==> config.mk <==
export PLATFORM = sky130hd
export DESIGN_NAME = busca_instrucao_flat
export DESIGN_NICKNAME = d
export VERILOG_FILES = /design/src/rtl/busca_instrucao_if.sv /design/src/rtl/busca_instrucao.sv /design/src/flat_wrapper.sv
export SDC_FILE = /design/constraint.sdc
export NUM_CORES = 1
export LEC_CHECK = 0
export CORE_MARGIN = 4
export CORE_UTILIZATION = 39
export CTS_BUF_LIST = sky130_fd_sc_hd__clkbuf_4 sky130_fd_sc_hd__clkbuf_8 sky130_fd_sc_hd__clkbuf_16
export CTS_CLUSTER_DIAMETER = 200
export DETAILED_ROUTE_END_ITERATION = 8
export GPL_ROUTABILITY_DRIVEN = 0
export HOLD_SLACK_MARGIN = 0.02
export PLACE_DENSITY = 0.89
export SYNTH_ARGS = -nofsm -noshare
export SYNTH_HDL_FRONTEND = slang
export SYNTH_SLANG_ARGS = --single-unit
==> constraint.sdc <==
create_clock -name Clock -period 1.7 [get_ports Clock]
set_input_delay 0.255 -clock Clock [delete_from_list [all_inputs] [get_ports Clock]]
set_output_delay 0.255 -clock Clock [all_outputs]
set_load 0.005 [all_outputs]
==> src/rtl/busca_instrucao_if.sv <==
// Instruction-memory read port shared by the fetch unit (master) and the memory (slave).
interface busca_instrucao_if;
  logic [7:0] MemEnd;
  logic       MemLer;
  logic       MemPronto;
  logic [7:0] MemDado;

  modport master (
    output MemEnd,
    output MemLer,
    input  MemPronto,
    input  MemDado
  );

  modport slave (
    input  MemEnd,
    input  MemLer,
    output MemPronto,
    output MemDado
  );
endinterface

==> src/rtl/busca_instrucao.sv <==
// Instruction fetch unit: latches the PC, requests one word, holds it for the decoder.
// Optional fetch timeout with sticky error state enabled by defining BUSCA_TIMEOUT_EN.

// state   | meaning
// ESPERA  | one settle cycle for the PC; address latched at its end
// PEDINDO | read request outstanding, MemEnd held stable
// CHEIO   | Instrucao valid, waiting for Avanca or Desvio
// ERRO    | memory never answered; left only by reset (BUSCA_TIMEOUT_EN)
module busca_instrucao #(
  parameter int LIMITE_ESPERA = 15
) (
  input  logic              Clock,
  input  logic              Reset,
  input  logic [7:0]        Endereco,
  output logic              EscPC,
  busca_instrucao_if.master mem,
  output logic [7:0]        Instrucao,
  output logic              InstrValida,
  input  logic              Avanca,
  input  logic              Desvio,
  output logic              ErroBusca
);

  localparam logic [1:0] ESPERA  = 2'd0;
  localparam logic [1:0] PEDINDO = 2'd1;
  localparam logic [1:0] CHEIO   = 2'd2;
  localparam logic [1:0] ERRO    = 2'd3;

  logic [1:0] estado_q, estado_d;
  logic [7:0] end_q, end_d;
  logic [7:0] instr_q, instr_d;
  logic       valida_q, valida_d;
  logic       escpc_q, escpc_d;
  logic       descarta_q, descarta_d;

`ifdef BUSCA_TIMEOUT_EN
  localparam int CW = (LIMITE_ESPERA > 2) ? $clog2(LIMITE_ESPERA) : 1;
  localparam logic [CW-1:0] CARGA = CW'(LIMITE_ESPERA - 1);

  logic [CW-1:0] cont_q, cont_d;
  logic          erro_q, erro_d;
`endif

  always_comb begin
    estado_d   = estado_q;
    end_d      = end_q;
    instr_d    = instr_q;
    valida_d   = valida_q;
    escpc_d    = 1'b0;
    descarta_d = descarta_q;
`ifdef BUSCA_TIMEOUT_EN
    cont_d     = cont_q;
    erro_d     = erro_q;
`endif
    case (estado_q)
      ESPERA: begin
        end_d      = Endereco;
        descarta_d = 1'b0;
        estado_d   = PEDINDO;
`ifdef BUSCA_TIMEOUT_EN
        cont_d     = CARGA;
`endif
      end
      PEDINDO: begin
        if (mem.MemPronto) begin
          // a branch seen during or on the ack cycle makes this word stale
          if (descarta_q || Desvio) begin
            descarta_d = 1'b0;
            estado_d   = ESPERA;
          end else begin
            instr_d  = mem.MemDado;
            valida_d = 1'b1;
            escpc_d  = 1'b1;
            estado_d = CHEIO;
          end
        end else begin
          if (Desvio) begin
            descarta_d = 1'b1;
          end
`ifdef BUSCA_TIMEOUT_EN
          if (cont_q == '0) begin
            erro_d   = 1'b1;
            estado_d = ERRO;
          end else begin
            cont_d = cont_q - 1'b1;
          end
`endif
        end
      end
      CHEIO: begin
        if (Desvio || Avanca) begin
          valida_d = 1'b0;
          estado_d = ESPERA;
        end
      end
`ifdef BUSCA_TIMEOUT_EN
      ERRO: begin
        estado_d = ERRO;
      end
`endif
      default: begin
        estado_d = ESPERA;
      end
    endcase
  end

  always_ff @(posedge Clock or negedge Reset) begin
    if (!Reset) begin
      estado_q   <= ESPERA;
      end_q      <= 8'h00;
      instr_q    <= 8'h00;
      valida_q   <= 1'b0;
      escpc_q    <= 1'b0;
      descarta_q <= 1'b0;
    end else begin
      estado_q   <= estado_d;
      end_q      <= end_d;
      instr_q    <= instr_d;
      valida_q   <= valida_d;
      escpc_q    <= escpc_d;
      descarta_q <= descarta_d;
    end
  end

`ifdef BUSCA_TIMEOUT_EN
  always_ff @(posedge Clock or negedge Reset) begin
    if (!Reset) begin
      cont_q <= '0;
      erro_q <= 1'b0;
    end else begin
      cont_q <= cont_d;
      erro_q <= erro_d;
    end
  end

  assign ErroBusca = erro_q;
`else
  assign ErroBusca = 1'b0;
`endif

  assign mem.MemEnd  = end_q;
  assign mem.MemLer  = (estado_q == PEDINDO);
  assign EscPC       = escpc_q;
  assign Instrucao   = instr_q;
  assign InstrValida = valida_q;

endmodule

==> src/flat_wrapper.sv <==
// flat-port wrapper written by rule: the top's interface ports become plain ports
module busca_instrucao_flat 
#(
  parameter int LIMITE_ESPERA = 15
)
  (Clock, Reset, Endereco, EscPC, Instrucao, InstrValida, Avanca, Desvio, ErroBusca, mem_MemEnd, mem_MemLer, mem_MemPronto, mem_MemDado);
  busca_instrucao_if mem_i ();
  input  logic Clock;
  input  logic Reset;
  input  logic [7:0] Endereco;
  output logic EscPC;
  output logic [7:0] Instrucao;
  output logic InstrValida;
  input  logic Avanca;
  input  logic Desvio;
  output logic ErroBusca;
  output wire logic [$bits(mem_i.MemEnd)-1:0] mem_MemEnd;
  output wire logic [$bits(mem_i.MemLer)-1:0] mem_MemLer;
  input wire logic [$bits(mem_i.MemPronto)-1:0] mem_MemPronto;
  input wire logic [$bits(mem_i.MemDado)-1:0] mem_MemDado;
  assign mem_MemEnd = mem_i.MemEnd;
  assign mem_MemLer = mem_i.MemLer;
  assign mem_i.MemPronto = mem_MemPronto;
  assign mem_i.MemDado = mem_MemDado;
  busca_instrucao #(.LIMITE_ESPERA(LIMITE_ESPERA)) u_core (.Clock(Clock), .Reset(Reset), .Endereco(Endereco), .EscPC(EscPC), .mem(mem_i), .Instrucao(Instrucao), .InstrValida(InstrValida), .Avanca(Avanca), .Desvio(Desvio), .ErroBusca(ErroBusca));
endmodule
==> impl_metrics.ini <==
[cts]
clkLatencyLatePin_ns = 0.30
clockRootBuffer = clkbuf_4
ctsHoldBuffers = 0
numCtsBuffers = 3
cts_tree = yes
clock_path_buffers = 2
clkTransAtPathRegs_ns = 0.11
cts-htree-levels = 1
clock_sinks = 21

[routing]
drtAntennaViolNets = 0
wirelength_mm = 1.69
firstDrtPassIters = 4
wire_per_inst_um = 13.1
drc = 0
dr_total_vias = 593
vias_per_cell = 4.60
drtIter0Drc = 5

[yosys]
synthesis.nets = 75
ys_ff_latch = 21
synth_seq_area_share_pct = 62.7
synth.avg_cell_area_sq_um = 15.5
syn-cell-area_sq_um = 838
synth_cell_types = 16
ys_warn_count = 0
syn_inst = 54

[placement]
io_buffers = 39
dp_hpwl_mm = 1.35
preCtsSetupSlack_ns = -0.124
placed_area_sq_um = 1290
place_inst = 124

[timing]
rsz0062_at_grt = no
skew_ns = 0.00419
layout_setup_ws_ns = 0.0648
fin_hold_ws_ns = 0.281
max_freq_ghz = 0.612
period_needed_ns = 1.64
finalCritPeriodShare_pct = 96.2
setup_viol = 0
finalMaxSlewViolations = 0
hold_viol_final = 0

[floorplan]
die_h_um = 54.4
fp-row-count = 16
io_pins = 41
die_width_um = 54.4
die_area_sq_um = 2960
start_util_pct = 41.9
core_area_sq_um = 2000

[pwr]
leakagePower_nw = 0.577
peakVddDrop_uv = 550
power_density_nw_per_um2 = 1210

[finish]
fin_area_sq_um = 1330
final_cell_count_no_fill = 129
final_common_cell = clkdlybuf4s50_1
nNetsFinal = 124
final_cell_mix = clkdlybuf4s50_1, dfrtp_1, mux2_2, mux2_4, buf_4
diodes = 0
fin_util_pct = 66.3
drive_gt1_share_pct = 28.4
syn2layout_area_growth_pct = 58.2

[setup_path]
reg2reg_from = u_core.estado_q[1]
path_max_fanout = 9
rr_worst_depth = 4
cp.required_ns = 1.89
rrSetupSlack_ns = 0.06
worstSetupPathType = reg2reg
crit_arrival_ns = 1.83
startpoint_type = flip-flop
cp-end-kind = flip-flop
reg2reg_to = u_core.Instrucao[5]

[worst_hold_path]
hold_class = in2async

[global_routing]
gr-usage-all-layers_pct = 12.7
grt_max_degree = 22
antenna_found_initial = 0
overflow = 0
grt_pass1_vias = 597
grt_pass1_wl_mm = 2.56

[flow_run]
drv_cap = 0

[status]
status = finished clean
-- cells in the mapped netlist --
cell type,n,area share [%]
dfrtp_1,21,63
or2b_1,2,1.8
nor2_2,1,0.75
clkinv_4,1,1.0
inv_1,1,0.45
o21ai_0,1,0.60
or4_4,1,1.3
buf_4,1,0.90
mux2_4,8,14
nand2_1,2,0.90
o31ai_1,1,0.90
nor2_1,1,0.45
a21oi_1,3,1.8
and2b_1,1,0.90
mux2_2,8,11
conb_1,1,0.45
-- final cells by class --
class                           instances  area, sq um
Tap cell                               27         33.8
Multi-Input combinational cell         30          293
Sequential cell                        21          526
Clock inverter                          1         5.00
Clock buffer                            3         22.5
Fill cell                             150          676
Inverter                                2         12.5
Timing Repair Buffer                   45          434
-- timing repair --
action                                  CTS  global route
setup buffers                             1             0
endpoints found under the setup margin    1             0
gates resized for setup                   1             0
-- worst max path at each step --
stage / start / to / slack [ns] / cells past startpoint
after floorplan: u_core.estado_q[1] / u_core.Instrucao[0] / 0.19 / 3
after global placement: mem_MemPronto / u_core.Instrucao[1] / -0.09 / 5
after detailed placement: mem_MemPronto / u_core.Instrucao[6] / -0.12 / 5
after CTS: u_core.estado_q[1] / u_core.Instrucao[6] / 0.07 / 4
after global routing: u_core.estado_q[1] / u_core.Instrucao[5] / 0.03 / 4
final: u_core.estado_q[1] / u_core.Instrucao[5] / 0.06 / 4
-- per-layer routing --
metal	track usage, %	wire length, um
met1	12.5	702
met2	23.7	784
met3	3.00	163
met4	7.47	38
met5	0	0
-- cells by family (layout without fill, tap and decap cells) --
family | count (synthesis) | in the layout | share of synthesized area, %
flip-flops | 21 | 21 | 62.7
multiplexers | 16 | 16 | 25.1
AND/OR/NAND/NOR | 8 | 8 | 6.12
AO/OA/AOI/OAI | 5 | 5 | 3.28
buffers and inverters | 3 | 51 | 2.39
other | 1 | 1 | 0.447
-- report_power, final --
group          internal (mW)  leakage (nW)  total, mW  switching (mW)
Clock                 0.0877        0.0177      0.232           0.144
Sequential             0.654         0.249      0.740          0.0857
Combinational          0.467         0.310      0.631           0.164
-- worst max-delay path: stages, from the launching register on --
cell and delay [ns]:
dfrtp_1 0.40, buf_4 0.13, or4_4 0.56, clkinv_4 0.13, mux2_4 0.30
-- state kept, by name, summed over array words and instances (netlist names) --
register / cells
u_core.mem.MemEnd: 8
u_core.InstrValida: 1
u_core.Instrucao: 8
u_core.descarta_q: 1
u_core.EscPC: 1
u_core.estado_q: 2
-- metrics by stage --
step | TNS (ns) | power, mW
finish | 0 | 1.60
global route | 0 | 1.70
detailed placement | -0.949 | 1.39
global placement | -0.677 | 1.37
CTS | 0 | 1.62
floorplan | 0 | 0.981
Note: power is estimated with default switching activity, not from simulation.
